### config.mk
export PLATFORM = sky130hd
export DESIGN_NAME = ext_domain_power_sequencer_flat
export DESIGN_NICKNAME = d
export VERILOG_FILES = /design/src/rtl/pwr_seq_pkg.sv /design/src/rtl/ext_domain_power_sequencer_if.sv /design/src/rtl/pwr_ack_sync.sv /design/src/rtl/ext_domain_power_sequencer.sv /design/src/flat_wrapper.sv
export SDC_FILE = /design/constraint.sdc
export NUM_CORES = 1
export LEC_CHECK = 0
export CORE_MARGIN = 2
export CORE_UTILIZATION = 45
export CTS_CLUSTER_SIZE = 20
export DETAILED_ROUTE_END_ITERATION = 7
export GPL_TIMING_DRIVEN = 0
export PLACE_DENSITY = 0.62
export RECOVER_POWER = 100
export SYNTH_ARGS = -nofsm -noshare
export SYNTH_HDL_FRONTEND = slang
export SYNTH_SLANG_ARGS = --single-unit
### constraint.sdc
create_clock -name clk_i -period 2.6 [get_ports clk_i]
set_clock_uncertainty 0.2 [all_clocks]
set_input_delay 0.52 -clock clk_i [delete_from_list [all_inputs] [get_ports clk_i]]
set_output_delay 0.52 -clock clk_i [all_outputs]
set_load 0.005 [all_outputs]
### src/rtl/pwr_seq_pkg.sv
// Shared types and per-state output encodings for the domain power sequencer.
package pwr_seq_pkg;

    typedef enum logic [3:0] {
        ST_OFF,
        ST_PU_SWITCH,
        ST_PU_ISO,
        ST_PU_RST,
        ST_ON,
        ST_PD_CLK,
        ST_PD_ISO,
        ST_PD_RST,
        ST_PD_SWITCH
    } pwr_seq_state_e;

    // All fields are active-low controls toward the switch cells / domain wrapper.
    typedef struct packed {
        logic switch_n;
        logic iso_n;
        logic rst_n;
        logic clken_n;
    } pwr_ctrl_t;

    localparam pwr_ctrl_t CTRL_OFF       = 4'b1000;
    localparam pwr_ctrl_t CTRL_PU_SWITCH = 4'b0000;
    localparam pwr_ctrl_t CTRL_PU_ISO    = 4'b0100;
    localparam pwr_ctrl_t CTRL_PU_RST    = 4'b0110;
    localparam pwr_ctrl_t CTRL_ON        = 4'b0111;
    localparam pwr_ctrl_t CTRL_PD_CLK    = 4'b0110;
    localparam pwr_ctrl_t CTRL_PD_ISO    = 4'b0010;
    localparam pwr_ctrl_t CTRL_PD_RST    = 4'b0000;
    localparam pwr_ctrl_t CTRL_PD_SWITCH = 4'b1000;

    // Control word driven while in a given state.
    function automatic pwr_ctrl_t state_ctrl(input pwr_seq_state_e s);
        case (s)
            ST_OFF:       return CTRL_OFF;
            ST_PU_SWITCH: return CTRL_PU_SWITCH;
            ST_PU_ISO:    return CTRL_PU_ISO;
            ST_PU_RST:    return CTRL_PU_RST;
            ST_ON:        return CTRL_ON;
            ST_PD_CLK:    return CTRL_PD_CLK;
            ST_PD_ISO:    return CTRL_PD_ISO;
            ST_PD_RST:    return CTRL_PD_RST;
            ST_PD_SWITCH: return CTRL_PD_SWITCH;
            default:      return CTRL_OFF;
        endcase
    endfunction

    // States that wait on the switch acknowledge rather than a fixed step.
    function automatic logic is_switch_wait(input pwr_seq_state_e s);
        return (s == ST_PU_SWITCH) || (s == ST_PD_SWITCH);
    endfunction

endpackage

### src/rtl/ext_domain_power_sequencer_if.sv
// Request/acknowledge and domain control bundle between power manager, sequencer and switch cells.
interface ext_domain_power_sequencer_if;
    logic power_on_req_i;
    logic switch_ack_ni;
    logic switch_n_o;
    logic iso_n_o;
    logic domain_rst_no;
    logic clkgate_en_no;
    logic busy_o;
    logic powered_o;
    logic timeout_o;

    modport master (
        input  power_on_req_i,
        input  switch_ack_ni,
        output switch_n_o,
        output iso_n_o,
        output domain_rst_no,
        output clkgate_en_no,
        output busy_o,
        output powered_o,
        output timeout_o
    );

    modport slave (
        output power_on_req_i,
        output switch_ack_ni,
        input  switch_n_o,
        input  iso_n_o,
        input  domain_rst_no,
        input  clkgate_en_no,
        input  busy_o,
        input  powered_o,
        input  timeout_o
    );
endinterface

### src/rtl/pwr_ack_sync.sv
// N-stage synchronizer for the asynchronous switch acknowledge; resets to 1 ("not powered").
module pwr_ack_sync #(
    parameter int unsigned STAGES = 2
) (
    input  logic clk_i,
    input  logic rst_ni,
    input  logic d_i,
    output logic q_o
);
    logic [STAGES-1:0] sync_q;
    logic [STAGES-1:0] sync_d;

    // Shift the raw input in at the low end.
    always_comb begin
        sync_d = {sync_q[STAGES-2:0], d_i};
    end

    // Synchronizer flops.
    always_ff @(posedge clk_i or negedge rst_ni) begin
        if (!rst_ni) begin
            sync_q <= '1;
        end else begin
            sync_q <= sync_d;
        end
    end

    assign q_o = sync_q[STAGES-1];
endmodule

### src/rtl/ext_domain_power_sequencer.sv
// Power-gating sequencer for one domain: switch, isolation, reset and clock gate in safe order.
module ext_domain_power_sequencer
    import pwr_seq_pkg::*;
#(
    parameter int unsigned STEP_CYCLES = 4,
    parameter int unsigned ACK_TIMEOUT = 1024,
    parameter int unsigned SYNC_STAGES = 2,
    parameter bit          RESET_ON    = 1'b1
) (
    input logic clk_i,
    input logic rst_ni,
    ext_domain_power_sequencer_if.master pwr_if
);
    localparam int unsigned CNT_SPAN = (STEP_CYCLES > ACK_TIMEOUT) ? STEP_CYCLES : ACK_TIMEOUT;
    localparam int unsigned CNT_W    = $clog2(CNT_SPAN + 1);
    localparam logic [CNT_W-1:0] STEP_LOAD = CNT_W'(STEP_CYCLES - 1);
    localparam logic [CNT_W-1:0] ACK_LIMIT = CNT_W'(ACK_TIMEOUT);
    localparam bit               TIMEOUT_EN = (ACK_TIMEOUT != 0);
    localparam pwr_seq_state_e   RESET_STATE = RESET_ON ? ST_PU_SWITCH : ST_OFF;
    localparam pwr_ctrl_t        RESET_CTRL  = RESET_ON ? CTRL_PU_SWITCH : CTRL_OFF;

    pwr_seq_state_e   state_q, state_d;
    logic [CNT_W-1:0] cnt_q, cnt_d;
    pwr_ctrl_t        ctrl_q, ctrl_d;
    logic             busy_q, busy_d;
    logic             powered_q, powered_d;
    logic             timeout_q, timeout_d;
    logic             ack_s;

    pwr_ack_sync #(.STAGES(SYNC_STAGES)) u_ack_sync (
        .clk_i  (clk_i),
        .rst_ni (rst_ni),
        .d_i    (pwr_if.switch_ack_ni),
        .q_o    (ack_s)
    );

    // Next state, shared step/wait counter, timeout flag and Moore output decode of the next state.
    always_comb begin
        state_d   = state_q;
        cnt_d     = cnt_q;
        timeout_d = timeout_q;

        case (state_q)
            ST_OFF:       if (pwr_if.power_on_req_i)  state_d = ST_PU_SWITCH;
            ST_PU_SWITCH: if (!ack_s)                 state_d = ST_PU_ISO;
            ST_PU_ISO:    if (cnt_q == '0)            state_d = ST_PU_RST;
            ST_PU_RST:    if (cnt_q == '0)            state_d = ST_ON;
            ST_ON:        if (!pwr_if.power_on_req_i) state_d = ST_PD_CLK;
            ST_PD_CLK:    if (cnt_q == '0)            state_d = ST_PD_ISO;
            ST_PD_ISO:    if (cnt_q == '0)            state_d = ST_PD_RST;
            ST_PD_RST:    if (cnt_q == '0)            state_d = ST_PD_SWITCH;
            ST_PD_SWITCH: if (ack_s)                  state_d = ST_OFF;
            default:                                  state_d = ST_OFF;
        endcase

        // Timed states count down from STEP_CYCLES-1; switch waits count up and saturate.
        if (state_d != state_q) begin
            cnt_d = is_switch_wait(state_d) ? '0 : STEP_LOAD;
        end else if (is_switch_wait(state_q)) begin
            if (cnt_q != '1) cnt_d = cnt_q + CNT_W'(1);
        end else if (cnt_q != '0) begin
            cnt_d = cnt_q - CNT_W'(1);
        end

        // Sticky until the next switch-wait entry; a late ack still completes the sequence.
        if ((state_d != state_q) && is_switch_wait(state_d)) begin
            timeout_d = 1'b0;
        end else if (TIMEOUT_EN && is_switch_wait(state_q) && (state_d == state_q)
                     && (cnt_d == ACK_LIMIT)) begin
            timeout_d = 1'b1;
        end

        ctrl_d    = state_ctrl(state_d);
        busy_d    = !((state_d == ST_ON) || (state_d == ST_OFF));
        powered_d = (state_d == ST_ON);
    end

    // State, counter and registered outputs.
    always_ff @(posedge clk_i or negedge rst_ni) begin
        if (!rst_ni) begin
            state_q   <= RESET_STATE;
            cnt_q     <= '0;
            ctrl_q    <= RESET_CTRL;
            busy_q    <= RESET_ON;
            powered_q <= 1'b0;
            timeout_q <= 1'b0;
        end else begin
            state_q   <= state_d;
            cnt_q     <= cnt_d;
            ctrl_q    <= ctrl_d;
            busy_q    <= busy_d;
            powered_q <= powered_d;
            timeout_q <= timeout_d;
        end
    end

    assign pwr_if.switch_n_o    = ctrl_q.switch_n;
    assign pwr_if.iso_n_o       = ctrl_q.iso_n;
    assign pwr_if.domain_rst_no = ctrl_q.rst_n;
    assign pwr_if.clkgate_en_no = ctrl_q.clken_n;
    assign pwr_if.busy_o        = busy_q;
    assign pwr_if.powered_o     = powered_q;
    assign pwr_if.timeout_o     = timeout_q;
endmodule

### src/flat_wrapper.sv
// flat-port wrapper written by rule: the top's interface ports become plain ports
module ext_domain_power_sequencer_flat import pwr_seq_pkg::*;
#(
    parameter int unsigned STEP_CYCLES = 4,
    parameter int unsigned ACK_TIMEOUT = 1024,
    parameter int unsigned SYNC_STAGES = 2,
    parameter bit          RESET_ON    = 1'b1
)
  (clk_i, rst_ni, pwr_if_power_on_req_i, pwr_if_switch_ack_ni, pwr_if_switch_n_o, pwr_if_iso_n_o, pwr_if_domain_rst_no, pwr_if_clkgate_en_no, pwr_if_busy_o, pwr_if_powered_o, pwr_if_timeout_o);
  ext_domain_power_sequencer_if pwr_if_i ();
  input logic clk_i;
  input logic rst_ni;
  input wire logic [$bits(pwr_if_i.power_on_req_i)-1:0] pwr_if_power_on_req_i;
  input wire logic [$bits(pwr_if_i.switch_ack_ni)-1:0] pwr_if_switch_ack_ni;
  output wire logic [$bits(pwr_if_i.switch_n_o)-1:0] pwr_if_switch_n_o;
  output wire logic [$bits(pwr_if_i.iso_n_o)-1:0] pwr_if_iso_n_o;
  output wire logic [$bits(pwr_if_i.domain_rst_no)-1:0] pwr_if_domain_rst_no;
  output wire logic [$bits(pwr_if_i.clkgate_en_no)-1:0] pwr_if_clkgate_en_no;
  output wire logic [$bits(pwr_if_i.busy_o)-1:0] pwr_if_busy_o;
  output wire logic [$bits(pwr_if_i.powered_o)-1:0] pwr_if_powered_o;
  output wire logic [$bits(pwr_if_i.timeout_o)-1:0] pwr_if_timeout_o;
  assign pwr_if_i.power_on_req_i = pwr_if_power_on_req_i;
  assign pwr_if_i.switch_ack_ni = pwr_if_switch_ack_ni;
  assign pwr_if_switch_n_o = pwr_if_i.switch_n_o;
  assign pwr_if_iso_n_o = pwr_if_i.iso_n_o;
  assign pwr_if_domain_rst_no = pwr_if_i.domain_rst_no;
  assign pwr_if_clkgate_en_no = pwr_if_i.clkgate_en_no;
  assign pwr_if_busy_o = pwr_if_i.busy_o;
  assign pwr_if_powered_o = pwr_if_i.powered_o;
  assign pwr_if_timeout_o = pwr_if_i.timeout_o;
  ext_domain_power_sequencer #(.STEP_CYCLES(STEP_CYCLES), .ACK_TIMEOUT(ACK_TIMEOUT), .SYNC_STAGES(SYNC_STAGES), .RESET_ON(RESET_ON)) u_core (.clk_i(clk_i), .rst_ni(rst_ni), .pwr_if(pwr_if_i));
endmodule
==> out/metrics.cfg <==
[worst_setup_path]
cp.buffers_inverters = 2
cpMaxStageDelayCell = sky130_fd_sc_hd__dfrtp_2
end_kind = flop
cp_cell_sequence = buf_4 > ha_4 > and4_1 > buf_6 > nand4_1 > nand2_2 > o311ai_1 > o21a_1 > nand4_1 > o31ai_4
worstPathRequired_ps = 2660
worstPathArrival_ps = 2620
cp_slowest_stage_delay_ps = 460
critical-path-top-cell-by-count = sky130_fd_sc_hd__nand4_1
critical_path_peak_fanout = 6
crit_family = simple AND/OR/NAND/NOR gates
timing.critical_path.from_type = flop
setup.worst_path.class = flop to flop

[grt]
number_of_antenna_violations_at_the_first_check_in_global_routing = 0
grt_pass1_wl_mm = 6.35
grt_start_max_net_pins = 25
grt_pass1_vias = 1285
grt_overflow = 0
grt.total_usage_pct = 20.1

[synth]
synthDominantCellAreaShare_pct = 32.3
xor_xnor_share_of_the_synthesized_area_pct = 5.65
synth-edff-count = 0
synth_top_cells_by_count = 26 x sky130_fd_sc_hd__nor2_1, 20 x sky130_fd_sc_hd__dfrtp_1, 13 x sky130_fd_sc_hd__a21oi_1
post-synth-top-area-cell = sky130_fd_sc_hd__dfrtp_1
synth_compound_gate_area_share_pct = 19.4
yosysWarnings = 0
synth.area.mux_share_pct = 2.66
synth_sequential_area_ratio_pct = 39.0
synth.lib_cells_used.distinct = 54
biggest_area_contributors_in_the_synthesized_netlist = sky130_fd_sc_hd__dfrtp_1 32%, sky130_fd_sc_hd__dfstp_2 6.8%, sky130_fd_sc_hd__nor2_1 6.3%
synth_top_family_by_area = simple AND/OR/NAND/NOR gates
ys_ff_latch = 24
synthArstFlopShare_pct = 100
synth_simple_gate_area_share_pct = 26.5
syn_inst = 175
postSynthAreaPerCell_um2 = 8.87
synthesis.nets = 181
synth_most_common_cell = sky130_fd_sc_hd__nor2_1
synth.cell_area_mm2 = 0.00155
synth_adder_area_share_pct = 1.61
dominantRegCellSynth = sky130_fd_sc_hd__dfrtp_1

[clocking]
h-tree-depth = 1
hold_buf_cts = 0
clock_insertion_delay_worst_skew_ps = 330
cts.sink_count = 24
clk_pin_slew_worst_paths_ps = 150
cts_tree = yes
cts_root_buffer = sky130_fd_sc_hd__clkbuf_4
clk_path_buf_depth = 2
numCtsBuffers = 3

[sta]
report.final.hold_viol_count = 0
timing.final.crit_share_pct = 98.4
setup_violations = 0
timing.fmax_mhz = 391
period_minus_slack_ps = 2560
timing_max_transition_violations_final = 0
slew-limit-headroom_pct = 27.2
worst_pin_slew_ps = 1090
worst_hold_slack_ps = 174

[outcome]
status = completed

[floorplanning]
initial_utilization_pct = 46.9
die_area_mm2 = 0.00393
fp.dieH_um = 62.7
die_w_um = 62.7
ios = 11
placeableCoreArea_mm2 = 0.00331
placementRows = 21

[hold_path]
worst_min_delay_path_category = flop to flop

[layout]
n_antenna_cell = 0
layoutNonFillerInstCount = 248
area_growth_syn_to_layout_pct = 28.5
share_of_cells_above_drive_strength_1_pct = 28.7
final_design_area_no_fill_mm2 = 0.00199
final_nets = 209

[power]
total_power_w = 0.00225
cell_area_power_density_mw_per_mm2 = 1130
peak_vdd_ir_mv = 0.535
leakagePower_nw = 0.802

[drt]
drt_total_wl_mm = 4.03
remaining_drc_errors = 0
drt-initial-drc-count = 141
routed_wire_length_per_instance_um = 16.2
final_antenna_net_count = 0
num_vias = 1497
dr.pass1.iters = 5
viasPerCell = 6.04

[placed_design]
port_buffers = 10
place_inst = 231
gpl.final_weighted_congestion = 0.882
dpl-instance-area_mm2 = 0.00171
place.detailed.hpwl_mm = 2.52

[flow_run]
drv.max_cap_violation_count = 0

[layout make-up]
cell class	instances	area, µm²
buffer	10	67.6
clock buffer	3	22.5
clock inverter	1	30.0
fill	291	1320
inverter	6	22.5
multi-input combinational	135	986
sequential	24	607
tap	46	57.6
timing repair buffer	23	201
[metrics by stage]
step,utilization [%],worst slack [ps],TNS [ps]
floorplan,-,153,0
global placement,51.6,-208,-1740
detailed placement,51.6,-223,-2050
CTS,54.4,5.66,0
global route,60.2,-24.3,-24.3
finish,60.2,42.0,0
[path summary, 6_finish.rpt]
path / start / end / slack [ps] / cells after the start
worst max-delay path: u_core.cnt_q[1] / u_core.pwr_if.timeout_o / 40 / 10
worst min-delay path: u_core.u_ack_sync.sync_q[0] / u_core.u_ack_sync.sync_q[1] / 170 / 0
worst max register to register: u_core.cnt_q[1] / u_core.pwr_if.timeout_o / 40 / 10
worst min register to register: u_core.u_ack_sync.sync_q[0] / u_core.u_ack_sync.sync_q[1] / 170 / 0
max in group asynchronous: rst_ni / u_core.cnt_q[1] / 850 / 1
min in group asynchronous: rst_ni / u_core.pwr_if.iso_n_o / 620 / 1
[where the power goes]
| group | switching [W] | total (W) | internal (W) | leakage, nW |
|---|---|---|---|---|
| sequential | 0.000114 | 0.000611 | 0.000497 | 0.298 |
| clock | 0.000126 | 0.000282 | 0.000156 | 0.0279 |
| combinational | 0.000763 | 0.00135 | 0.000589 | 0.476 |
[per-layer routing]
metal  share of wire [%]  vias up  GRT usage, %
met1                  44      711          29.0
met2                  47       76          31.2
li1                    -      693             -
met5                   0        -             0
met4                 2.3        0          7.50
met3                 6.7       17          2.16
[logic make-up (layout without fill, tap and decap cells)]
group	count (synthesis)	count (layout)
AO/OA/AOI/OAI	43	43
XOR/XNOR	10	10
adder cells (fa/ha/maj)	2	2
buffers and inverters	16	43
flip-flops	24	24
multiplexers	4	4
AND/OR/NAND/NOR	76	76
[what timing repair did]
| item | 4_1_cts | 5_1_grt |
|---|---|---|
| pin swaps | 0 | 16 |
| gates resized for setup | 5 | 27 |
| setup buffers | 3 | 10 |
| setup endpoints to repair | 11 | 11 |
[cell usage in the layout, fill, tap and decap left out, types with 3 or more instances in the layout]
| cell type | n |
|---|---|
| sky130_fd_sc_hd__inv_1 | 3 |
| sky130_fd_sc_hd__buf_6 | 4 |
| sky130_fd_sc_hd__dlygate4sd3_1 | 9 |
| sky130_fd_sc_hd__dfstp_2 | 4 |
| sky130_fd_sc_hd__o21ai_0 | 3 |
| sky130_fd_sc_hd__nand4_1 | 7 |
| sky130_fd_sc_hd__nor3_1 | 6 |
| sky130_fd_sc_hd__clkbuf_4 | 4 |
| sky130_fd_sc_hd__dfrtp_1 | 19 |
| sky130_fd_sc_hd__and4_1 | 3 |
| sky130_fd_sc_hd__mux2i_1 | 3 |
| sky130_fd_sc_hd__nand2_1 | 6 |
| sky130_fd_sc_hd__clkbuf_1 | 3 |
| sky130_fd_sc_hd__a21oi_1 | 13 |
| sky130_fd_sc_hd__nor2_1 | 26 |
| sky130_fd_sc_hd__or3_1 | 4 |
| sky130_fd_sc_hd__buf_4 | 12 |
| sky130_fd_sc_hd__inv_2 | 3 |
| sky130_fd_sc_hd__nand2b_1 | 3 |
| sky130_fd_sc_hd__nand3_1 | 5 |
| sky130_fd_sc_hd__xnor2_1 | 7 |
| sky130_fd_sc_hd__a211oi_1 | 3 |
[registers in the layout, indices dropped and copies added (netlist names)]
register and count:
u_core.cnt_q 11, u_core.state_q 4, u_core.u_ack_sync.sync_q 2, u_core.pwr_if.busy_o 1
u_core.pwr_if.clkgate_en_no 1, u_core.pwr_if.domain_rst_no 1, u_core.pwr_if.iso_n_o 1, u_core.pwr_if.powered_o 1
u_core.pwr_if.switch_n_o 1, u_core.pwr_if.timeout_o 1
Power figures use the tool's default switching activity.
